--- config.mk ---
export PLATFORM = sky130hd
export DESIGN_NAME = cdb_arbiter
export DESIGN_NICKNAME = d
export VERILOG_FILES = /design/src/rtl/cdb_arbiter.sv
export SDC_FILE = /design/constraint.sdc
export NUM_CORES = 1
export LEC_CHECK = 0
export ABC_AREA = 1
export CAP_MARGIN = 20
export CORE_UTILIZATION = 35
export CTS_BUF_LIST = sky130_fd_sc_hd__clkbuf_16
export DETAILED_ROUTE_END_ITERATION = 10
export PLACE_DENSITY = 0.65
export SYNTH_ARGS = -nofsm -noshare
export SYNTH_HDL_FRONTEND = slang
export SYNTH_SLANG_ARGS = --single-unit
--- constraint.sdc ---
create_clock -name clk_in -period 7.7 [get_ports clk_in]
set_clock_uncertainty 0.15 [all_clocks]
set_input_delay 1.54 -clock clk_in [delete_from_list [all_inputs] [get_ports clk_in]]
set_output_delay 1.54 -clock clk_in [all_outputs]
set_load 0.02 [all_outputs]
--- src/rtl/cdb_arbiter.sv ---
// Common-data-bus arbiter: one small FIFO with bypass per producer (ALU, LSB),
// round-robin tie break and a registered single-result broadcast per cycle.
module cdb_arbiter #(
    parameter int ROB_W = 4,
    parameter int DEPTH = 4
) (
    input  logic             clk_in,
    input  logic             rst_in,
    input  logic             rdy_in,
    input  logic             rob_clear,
    input  logic             alu_valid,
    input  logic [ROB_W-1:0] alu_rob_id,
    input  logic [31:0]      alu_value,
    input  logic             alu_has_new_pc,
    input  logic [31:0]      alu_new_pc,
    output logic             alu_stall,
    input  logic             lsb_valid,
    input  logic [ROB_W-1:0] lsb_rob_id,
    input  logic [31:0]      lsb_value,
    output logic             lsb_stall,
    output logic             cdb_valid,
    output logic             cdb_src,
    output logic [ROB_W-1:0] cdb_rob_id,
    output logic [31:0]      cdb_value,
    output logic             cdb_has_new_pc,
    output logic [31:0]      cdb_new_pc
);
    localparam int PW = (DEPTH > 1) ? $clog2(DEPTH) : 1;
    localparam int CW = PW + 1;

    typedef struct packed {
        logic [ROB_W-1:0] rob_id;
        logic [31:0]      value;
        logic             has_new_pc;
        logic [31:0]      new_pc;
    } alu_ent_t;

    typedef struct packed {
        logic [ROB_W-1:0] rob_id;
        logic [31:0]      value;
    } lsb_ent_t;

    alu_ent_t        alu_mem [DEPTH];
    lsb_ent_t        lsb_mem [DEPTH];
    logic [PW-1:0]   alu_head, alu_tail, lsb_head, lsb_tail;
    logic [CW-1:0]   alu_cnt, lsb_cnt, alu_cnt_next, lsb_cnt_next;
    logic            rr, rr_next;

    alu_ent_t        alu_in, alu_cand;
    lsb_ent_t        lsb_in, lsb_cand;
    logic            alu_byp, alu_req, alu_gnt, alu_push, alu_pop;
    logic            lsb_byp, lsb_req, lsb_gnt, lsb_push, lsb_pop;

    always_comb begin
        alu_in   = '{rob_id: alu_rob_id, value: alu_value,
                     has_new_pc: alu_has_new_pc, new_pc: alu_new_pc};
        lsb_in   = '{rob_id: lsb_rob_id, value: lsb_value};

        alu_byp  = (alu_cnt == '0) && alu_valid;
        lsb_byp  = (lsb_cnt == '0) && lsb_valid;
        alu_req  = (alu_cnt != '0) || alu_valid;
        lsb_req  = (lsb_cnt != '0) || lsb_valid;
        alu_cand = alu_byp ? alu_in : alu_mem[alu_head];
        lsb_cand = lsb_byp ? lsb_in : lsb_mem[lsb_head];

        // rr only matters, and only advances, when both sources compete
        lsb_gnt  = lsb_req && (!alu_req || rr);
        alu_gnt  = alu_req && !lsb_gnt;
        rr_next  = (alu_req && lsb_req) ? alu_gnt : rr;

        // a losing bypass still lands in the FIFO; pushes into a full FIFO are dropped
        alu_push = alu_valid && !(alu_byp && alu_gnt) && (alu_cnt != CW'(DEPTH));
        lsb_push = lsb_valid && !(lsb_byp && lsb_gnt) && (lsb_cnt != CW'(DEPTH));
        alu_pop  = alu_gnt && !alu_byp;
        lsb_pop  = lsb_gnt && !lsb_byp;

        alu_cnt_next = alu_cnt + CW'(alu_push) - CW'(alu_pop);
        lsb_cnt_next = lsb_cnt + CW'(lsb_push) - CW'(lsb_pop);
    end

    always_ff @(posedge clk_in) begin
        if (rst_in || rob_clear) begin
            alu_head       <= '0;
            alu_tail       <= '0;
            alu_cnt        <= '0;
            lsb_head       <= '0;
            lsb_tail       <= '0;
            lsb_cnt        <= '0;
            rr             <= 1'b0;
            alu_stall      <= 1'b0;
            lsb_stall      <= 1'b0;
            cdb_valid      <= 1'b0;
            cdb_src        <= 1'b0;
            cdb_rob_id     <= '0;
            cdb_value      <= '0;
            cdb_has_new_pc <= 1'b0;
            cdb_new_pc     <= '0;
        end else if (rdy_in) begin
            if (alu_push) alu_mem[alu_tail] <= alu_in;
            if (lsb_push) lsb_mem[lsb_tail] <= lsb_in;
            alu_tail  <= alu_tail + PW'(alu_push);
            lsb_tail  <= lsb_tail + PW'(lsb_push);
            alu_head  <= alu_head + PW'(alu_pop);
            lsb_head  <= lsb_head + PW'(lsb_pop);
            alu_cnt   <= alu_cnt_next;
            lsb_cnt   <= lsb_cnt_next;
            rr        <= rr_next;
            alu_stall <= alu_cnt_next >= CW'(DEPTH - 1);
            lsb_stall <= lsb_cnt_next >= CW'(DEPTH - 1);
            cdb_valid <= alu_req || lsb_req;
            if (alu_gnt) begin
                cdb_src        <= 1'b0;
                cdb_rob_id     <= alu_cand.rob_id;
                cdb_value      <= alu_cand.value;
                cdb_has_new_pc <= alu_cand.has_new_pc;
                cdb_new_pc     <= alu_cand.new_pc;
            end else if (lsb_gnt) begin
                cdb_src        <= 1'b1;
                cdb_rob_id     <= lsb_cand.rob_id;
                cdb_value      <= lsb_cand.value;
                cdb_has_new_pc <= 1'b0;
                cdb_new_pc     <= '0;
            end
        end
    end
endmodule

# Word level (Yosys, flattened, before mapping)
# Memory sizes are Yosys's and may differ from the RTL's. A register that Yosys moved wholly into a read port is not among the register bits.
# Index checks and enable logic that the tools add are counted.
dict set report totals {
  rom_bits 0
  memories 2
  regBits 88
  word_cells 84
  latch_bits 0
  ramBits 420
}
dict set report op_classes {
  muxes 24
  n_shift 0
  reduce_logical 31
  magnitude_cmp 2
  add_sub_neg 8
  eq_ne 2
  n_div 0
  bitwise 0
  mul 0
}
# memory depth word_bits rd rd_clocked_by_memory_dff wr line_no
set mem_list {}
lappend mem_list {alu_mem 4 69 1 1 1 43} ;# alu_ent_t alu_mem [DEPTH];
lappend mem_list {lsb_mem 4 36 1 1 1 44} ;# lsb_ent_t lsb_mem [DEPTH];
# cell n
set op_table {}
lappend op_table {{2-to-1 mux 32 bit} 4}
lappend op_table {{2-to-1 mux 69 bit} 1}
lappend op_table {{2-to-1 mux 36 bit} 1}
lappend op_table {{logical AND 1 bit} 13}
lappend op_table {{2-to-1 mux 1 bit} 12}
lappend op_table {{adder 2 x 1 -> 2 bit} 4}
lappend op_table {{2-to-1 mux 2 bit} 4}
lappend op_table {{2-to-1 mux 4 bit} 2}
lappend op_table {{adder 3 x 1 -> 3 bit} 2}
lappend op_table {{greater-or-equal comparator 3 x 2 -> 1 bit (second input constant)} 2}
lappend op_table {{zero test 1 bit} 6}
lappend op_table {{zero test 3 bit} 2}
lappend op_table {{inequality test 3 bit (second input constant)} 2}
lappend op_table {{nonzero test 3 bit} 2}
lappend op_table {{subtractor 3 x 1 -> 3 bit} 2}
lappend op_table {{logical OR 1 bit} 5}
lappend op_table {{AND reduction 2 bit} 2}
lappend op_table {{nonzero test 2 bit} 1}

# Logic depth before layout (Yosys ltp)
# Gate-level depths: netlist of the first run.
dict set report depth {
  ltp_word 15
  depth_mapped 14
}

# Least setup slack after synthesis of the first run
# Ideal clock, no wire load.
dict set report synth_path {
  kind {input port to flip-flop}
  startpoint {input port rob_clear}
  endpoint {memory alu_mem[2][0] (netlist name), enable pin}
  path_buffers 0
  t_arrival_ns 5.225
  path_stages 5
  setup_ns 0.497
  required_ns 7.053
  setup_slack_ns 1.828
  cell_sequence {nor2_1 -> inv_2 -> nor2_1 -> nand4_1 -> nor2_1}
}
dict set report synth_between {
  elab_chain_cells 3
}
# element line_no
set synth_lines {}
lappend synth_lines {{from (decl)} 10} ;# input logic rob_clear,
lappend synth_lines {{logical OR 1 bit} 82} ;# if (rst_in || rob_clear) begin
lappend synth_lines {{2-to-1 mux 1 bit} 82}
lappend synth_lines {{2-to-1 mux 1 bit (not written as such)} 99} ;# if (alu_push) alu_mem[alu_tail] <= alu_in;
lappend synth_lines {{to (decl)} 43}
# No other way between the ends.

# Final worst setup path of the first run
dict set report layout_path {
  startpoint {input port rdy_in}
  endpoint {memory alu_mem[3][6] (netlist name), enable pin}
}
dict set report layout_between {
  elab_chain_cells 3
}
# element line_no
set layout_lines {}
lappend layout_lines {{from (decl)} 9} ;# input logic rdy_in,
lappend layout_lines {{2-to-1 mux 1 bit} 98} ;# end else if (rdy_in) begin
lappend layout_lines {{2-to-1 mux 1 bit} 82}
lappend layout_lines {{2-to-1 mux 1 bit (not written as such)} 99}
# No other way between the ends.

==> results of run 1 <==
sequential cells by signal, indices dropped and copies added, names as in the netlist, 2 cells and up, named ones only:
register / count
alu_mem: 276
lsb_mem: 144
cdb_new_pc: 32
cdb_value: 32
cdb_rob_id: 4
alu_cnt: 3
lsb_cnt: 3
alu_head: 2
alu_tail: 2
lsb_head: 2
lsb_tail: 2
worst min-delay path, stage by stage (launching register included):
cell and delay (ps):
dfxtp_1 310, nand2_1 60, a21oi_1 70
final cells by class:
class / instances / area (sq um)
Multi-Input combinational cell: 1335 / 6120
Clock buffer: 53 / 1330
Antenna cell: 1 / 2.50
Sequential cell: 512 / 14500
Timing Repair Buffer: 204 / 1990
Inverter: 293 / 1100
Clock inverter: 41 / 168
Fill cell: 5935 / 35900
Tap cell: 837 / 1050
power by group:
group	switching [W]	internal, W
combinational	0.000332	0.000191
sequential	0.0000230	0.00302
clock	0.00102	0.00123
per-layer routing:
metal | global-route usage | up-vias | wire length [microns]
li1 | - | 7615 | -
met1 | 0.229 | 7313 | 24600
met2 | 0.278 | 362 | 25600
met3 | 0.0351 | 76 | 3480
met4 | 0.0418 | 20 | 883
met5 | 0 | - | 134
cell usage in the layout, fill, tap and decap left out, drive strengths merged:
master / synthesis / routed
or2: 88 / 88
edfxtp: 420 / 420
clkdlybuf4s50: 0 / 183
nand4: 1 / 1
a21oi: 37 / 37
nand3: 306 / 306
xnor2: 3 / 3
o211ai: 23 / 23
diode: 0 / 1
o21ai: 81 / 81
buf: 83 / 21
a21o: 1 / 1
clkinv: 0 / 26
ha: 8 / 8
xor2: 1 / 1
fa: 2 / 2
clkbuf: 40 / 53
nand2: 652 / 652
nor2: 132 / 132
dfxtp: 92 / 92
inv: 293 / 308
stage by stage:
step	utilization	power [W]	setup slack, ps	hold slack [ps]
after floorplan	-	0.00340	1830	307
after global placement	0.398	0.00362	2650	337
after detailed placement	0.398	0.00363	2560	340
after CTS	0.422	0.00588	3160	353
after global routing	0.422	0.00603	2930	382
final	0.422	0.00582	3150	345
worst paths after layout:
check | from | cells past startpoint | endpoint | slack (ps)
worst max-delay path | rdy_in | 6 | alu_mem[3][6] | 3150
worst min-delay path | alu_head[0] | 2 | flop | 340
worst max register to register | alu_cnt[0] | 11 | alu_stall | 4210
worst min register to register | alu_head[0] | 2 | flop | 340
cell families after synthesis:
logic type | after synthesis
buffers and inverters | 416
AND/OR/NAND/NOR | 1179
flip-flops | 512
XOR/XNOR | 4
AO/OA/AOI/OAI | 142
adder cells (fa/ha/maj) | 10
==> metrics.md, run 1 <==
| Metric | Value |
|---|---|
| Status | finished, final reports clean |
| Via count | 15400 |
| Cts hold-fix bufs | 0 |
| Post-synthesis xor/xnor area fraction | 0.00158 |
| Layout cell share with drive strength beyond 1 | 0.0759 |
| Setup bufs post-CTS | 0 |
| Asr flop ratio synth | 0 |
| Initial DRC count | 984 |
| Largest family of logic cells by synthesized area | simple AND/OR/NAND/NOR gates |
| Die Width | 254 microns |
| First-pass GRT wire length | 83.9 mm |
| Yosys Warn Count | 0 |
| Final setup fails | 0 |
| Post-synthesis mux area share | 0 |
| Worst setup path class | input port to flop |
| Max stage delay on crit path | 830 ps |
| Non-filler instance count after layout | 3276 |
| Initial Util | 0.357 |
| GRT Util Overall | 0.170 |
| Fmax achieved | 220 MHz |
| Total leakage power | 10.6 nW |
| Synth area leader | edfxtp_1 |
| Synth Cell Area | 22200 sq um |
| Clock buffer depth | 3 |
| Final nets | 2517 |
| Crit path buf inv count | 3 |
| VDD IR-drop max | 0.153 mV |
| Largest net degree at the start of global routing | 89 |
| Ys flop type | edfxtp_1 |
| Max cap viols | 0 |
| CTS buffer count | 50 |
| Clock Latency Late Sink | 590 ps |
| Design area | 26200 sq um |
| Number of global-route vias before repair | 14900 |
| GPL Wtd Cong | 0.781 |
| Class of the worst hold path | flop to flop |
| Area added between synthesis and finish | 18.2% |
| Most instantiated cells after synthesis | 651 x nand2_1, 420 x edfxtp_1, 303 x nand3_1 |
| Synthesis-stage register bit count | 512 |
| Post_cts resized | 0 |
| PD cells | 222 nW/um^2 |
| Post-route setup TNS | 0 ps |
| TritonRoute pass-1 iters | 5 |
| Syn_area_per_cell | 9.80 sq um |
| DRC viols | 0 |
| # clock sinks | 512 |
| ANT nets after route | 0 |
| Most common cell in the netlist | nand2_1 |
| RSZ-0062 raised after global routing | no |
| Post-Synth Adder-Cell Area | 0.00632 |
| TritonCTS clock tree | built |
| Die height | 254 microns |
| Via density | 4.70 |
| Compound-cell area share of the yosys netlist | 0.0353 |
| CP Cell Sequence | clkdlybuf4s50_1, inv_1, nor2_1, nand4_1, nor2_4, buf_4 |
| WL final | 54.7 mm |
| CP endpoint kind | flop |
| Placed Instance Area | 24700 sq um |
| # H-tree levels | 2 |
| Slowest cell on crit path | clkdlybuf4s50_1 |
| Clk pin slew, worst setup/hold paths | 60 ps |
| Placed cell count | 3181 |
| Post-synth EDFFs | 420 |
| CP Launch Type | input port |
| Wire length per cell | 16.7 microns |
| Worst-Margin Slew | 1100 ps |
| Final hold violation count | 0 |
| Syn nets | 2384 |
| Slew headroom | 0.267 |
| Min Tclk post-route | 4550 ps |
| Core ar. | 62200 sq um |
| Worst path top cell family by delay | buffers and inverters |
| Full die area | 64400 sq um |
| Seq/Total Area, Yosys | 0.652 |
| Row Count | 91 |
| CP required | 7760 ps |
| Max-slew violations | 0 |
| Top cells by area, synth | edfxtp_1 57%, nand2_1 11%, dfxtp_1 8.3%, nand3_1 6.8%, inv_1 4.9% |
| Root Driver | clkbuf_16 |
| Post-Synth Simple-Gate Area | 0.229 |
| Max FO, Critical Path | 69 |
| Tcrit/Tclk final | 0.591 |
| GRT Residual Overflow | 0 |
| Initial antenna violation count | 11 |
| Yosys top cell area share | 0.569 |
| Distinct cells, synth | 30 |
| IO buf count | 183 |
| Syn Inst Count | 2263 |
| HPWL Detailed | 32.8 mm |
| CP arrival | 4600 ps |
| I/O pins | 184 |
(Power assumes the default switching activity.)
==> inputs of run 2 (changes only) <==
clock period = 4.73 ns   (was 7.7 ns; I/O delays follow)
==> run 2 against run 1 <==
  * Via count up 0.52%
  * Total power up 70%
  * Hold slack worse by 5.9 ps
  * Sequential power up 63%
  * Clock power up 81%
  * Critical path type unchanged
  * Die area unchanged
==> metrics.md, run 2 (synthesis gave the netlist of run 1 again) <==
| Metric | Value |
|---|---|
| Status | finished, final reports clean |
| # H-tree levels | 2 (unchanged) |
| Top reg by flops | alu_mem |
| Wire length per cell | 16.8 microns (+0.72%) |
| Largest net degree at the start of global routing | 113 (+27%) |
| Full die area | 64400 sq um (unchanged) |
| Crit path depth | 15 (+9) |
| Via count | 15500 (+0.52%) |
| CP endpoint kind | flop |
| Cell mode on critical path | inv_1 |
| R2r worst-path depth | 11 (unchanged) |
| GRT Residual Overflow | 0 (unchanged) |
| Commonest non-fill, non-tap cell in the layout | nand2_1 |
| CP Cell Sequence | clkdlybuf4s50_1, inv_1, nand3_2, nand2_1, o21ai_0, nand2_1, ha_1, inv_1, ha_1, inv_1, fa_1, or2_2, nand2_1, inv_1, o21ai_0 |
| Core ar. | 62200 sq um (unchanged) |
| CP arrival | 3720 ps (-880 ps) |
| PD cells | 373 nW/um^2 (+68%) |
| Non-filler instance count after layout | 3286 (+0.31%) |
| DRC viols | 0 (unchanged) |
| ANT nets after route | 0 (unchanged) |
| Root Driver | clkbuf_16 |
| WHS | 339 ps (-5.93 ps) |
| Clock buffer depth | 3 (unchanged) |
| Min Tclk post-route | 3350 ps |
| Die height | 254 microns (unchanged) |
| Tcrit/Tclk final | 0.709 |
| Slowest cell on crit path | clkdlybuf4s50_1 |
| Min-delay src | lsb_head[0] |
| # clock sinks | 512 (unchanged) |
| Initial antenna violation count | 11 (unchanged) |
| Max cap viols | 0 (unchanged) |
| Worst R2R Setup Slack | 1680 ps (-2530 ps) |
| Max-slew violations | 0 (unchanged) |
| Initial DRC count | 961 (-2.3%) |
| CP Launch Type | input port |
| Class of the worst hold path | flop to flop |
| I/O pins | 184 (unchanged) |
| Max stage delay on crit path | 550 ps (-280 ps) |
| Met3 Usage GRT | 0.0313 (-0.00379) |
| RSZ-0062 raised after global routing | no |
| Post_cts resized | 0 (unchanged) |
| Number of global-route vias before repair | 15100 (+1.5%) |
| Largest register FFs | 276 (unchanged) |
| Area added between synthesis and finish | 19.6% |
| Met2 Use GR | 0.291 (+0.0131) |
| VDD IR-drop max | 0.305 mV (+99%) |
| Design area | 26500 sq um (+1.1%) |
| Start point of the critical path | alu_valid |
| Via density | 4.71 (+0.21%) |
| WL final | 55.2 mm (+1.0%) |
| First-pass GRT wire length | 84.8 mm (+1.0%) |
| Worst setup path class | input port to flop |
| GRT Util Overall | 0.171 (+0.00162) |
| Final nets | 2521 (+0.16%) |
| Die Width | 254 microns (unchanged) |
| Worst-Margin Slew | 1070 ps (-32.8 ps) |
| Largest registers | alu_mem: 276 flops, lsb_mem: 144 flops |
| Placed cell count | 3183 (+0.063%) |
| Crit path buf inv count | 5 (+2) |
| Hold path cells | 2 (unchanged) |
| Placed Instance Area | 24800 sq um (+0.36%) |
| IO buf count | 183 (unchanged) |
| Slew headroom | 0.289 (+0.0219) |
| Final hold violation count | 0 (unchanged) |
| Layout cell share with drive strength beyond 1 | 0.0802 (+0.00431) |
| CTS buffer count | 52 (+4.0%) |
| Fmax achieved | 298 MHz |
| GPL Wtd Cong | 0.798 (+2.2%) |
| HPWL Detailed | 33.1 mm (+1.0%) |
| Cts hold-fix bufs | 0 (unchanged) |
| TritonRoute pass-1 iters | 5 (unchanged) |
| Setup bufs post-CTS | 0 (unchanged) |
| Clock Latency Late Sink | 600 ps (about the same) |
| Global routing usage on met1 | 0.223 (-0.00609) |
| TritonCTS clock tree | built |
| Worst path top cell family by delay | adder cells |
| GR peak layer | met2 |
| Initial Util | 0.357 (unchanged) |
| CP required | 5100 ps (-2660 ps) |
| Final setup fails | 0 (unchanged) |
| Total leakage power | 10.7 nW (+0.80%) |
| Clk pin slew, worst setup/hold paths | 60 ps (about the same) |
| Row Count | 91 (unchanged) |
| Most frequent cells in the layout | 651 x nand2_1, 420 x edfxtp_1, 302 x nand3_1 |
| Max FO, Critical Path | 5 (-93%) |
| RR Endpoint | cdb_value[22] |
==> run 2: worst reg2reg max path, cell delays in order (launching register included) <==
cell	delay, ps
dfxtp_4	530
inv_4	870
buf_4	580
nand2_1	150
nand3_1	90
nand2_1	60
nand2_1	60
nand2_1	70
nand2_1	160
nand3_1	100
nand2_1	90
inv_1	30
==> run 2: how the worst max path moves through the flow <==
stage / to / slack, ps
6_report: lsb_stall / 1380
5_1_grt: lsb_stall / 1230
4_1_cts: lsb_stall / 1410
3_5_place_dp: lsb_stall / 770
3_3_place_gp: lsb_stall / 870
2_1_floorplan: alu_mem[2][0] / -550
==> run 2: layout make-up <==
cell class / instances / area (sq um)
Timing Repair Buffer: 206 / 2080
Sequential cell: 512 / 14500
Clock inverter: 46 / 388
Fill cell: 5871 / 35700
Tap cell: 837 / 1050
Antenna cell: 5 / 12.5
Clock buffer: 52 / 1300
Inverter: 293 / 1100
Multi-Input combinational cell: 1335 / 6120
==> run 2: metrics by stage <==
stage | setup slack (ps) | setup TNS (ps) | power [W] | utilization
floorplan | -548 | -75570 | 0.00554 | -
global placement | 874 | 0 | 0.00590 | 0.399
detailed placement | 773 | 0 | 0.00591 | 0.399
CTS | 1410 | 0 | 0.00997 | 0.426
global route | 1230 | 0 | 0.0102 | 0.426
finish | 1380 | 0 | 0.00989 | 0.426
==> run 2: where the power goes <==
| part | leakage [nW] | switching, W | internal, W | total (W) |
|---|---|---|---|---|
| combinational | 5.32 | 0.000535 | 0.000317 | 0.000852 |
| clock | 0.861 | 0.00173 | 0.00234 | 0.00407 |
| sequential | 4.53 | 0.0000407 | 0.00492 | 0.00496 |
| total | 10.7 | 0.00231 | 0.00758 | 0.00989 |
==> run 2: per-layer routing <==
layer	wire (microns)	vias to the layer above
met4	1060	12
met5	80	-
met3	3490	84
li1	-	7638
met1	24000	7327
met2	26600	405
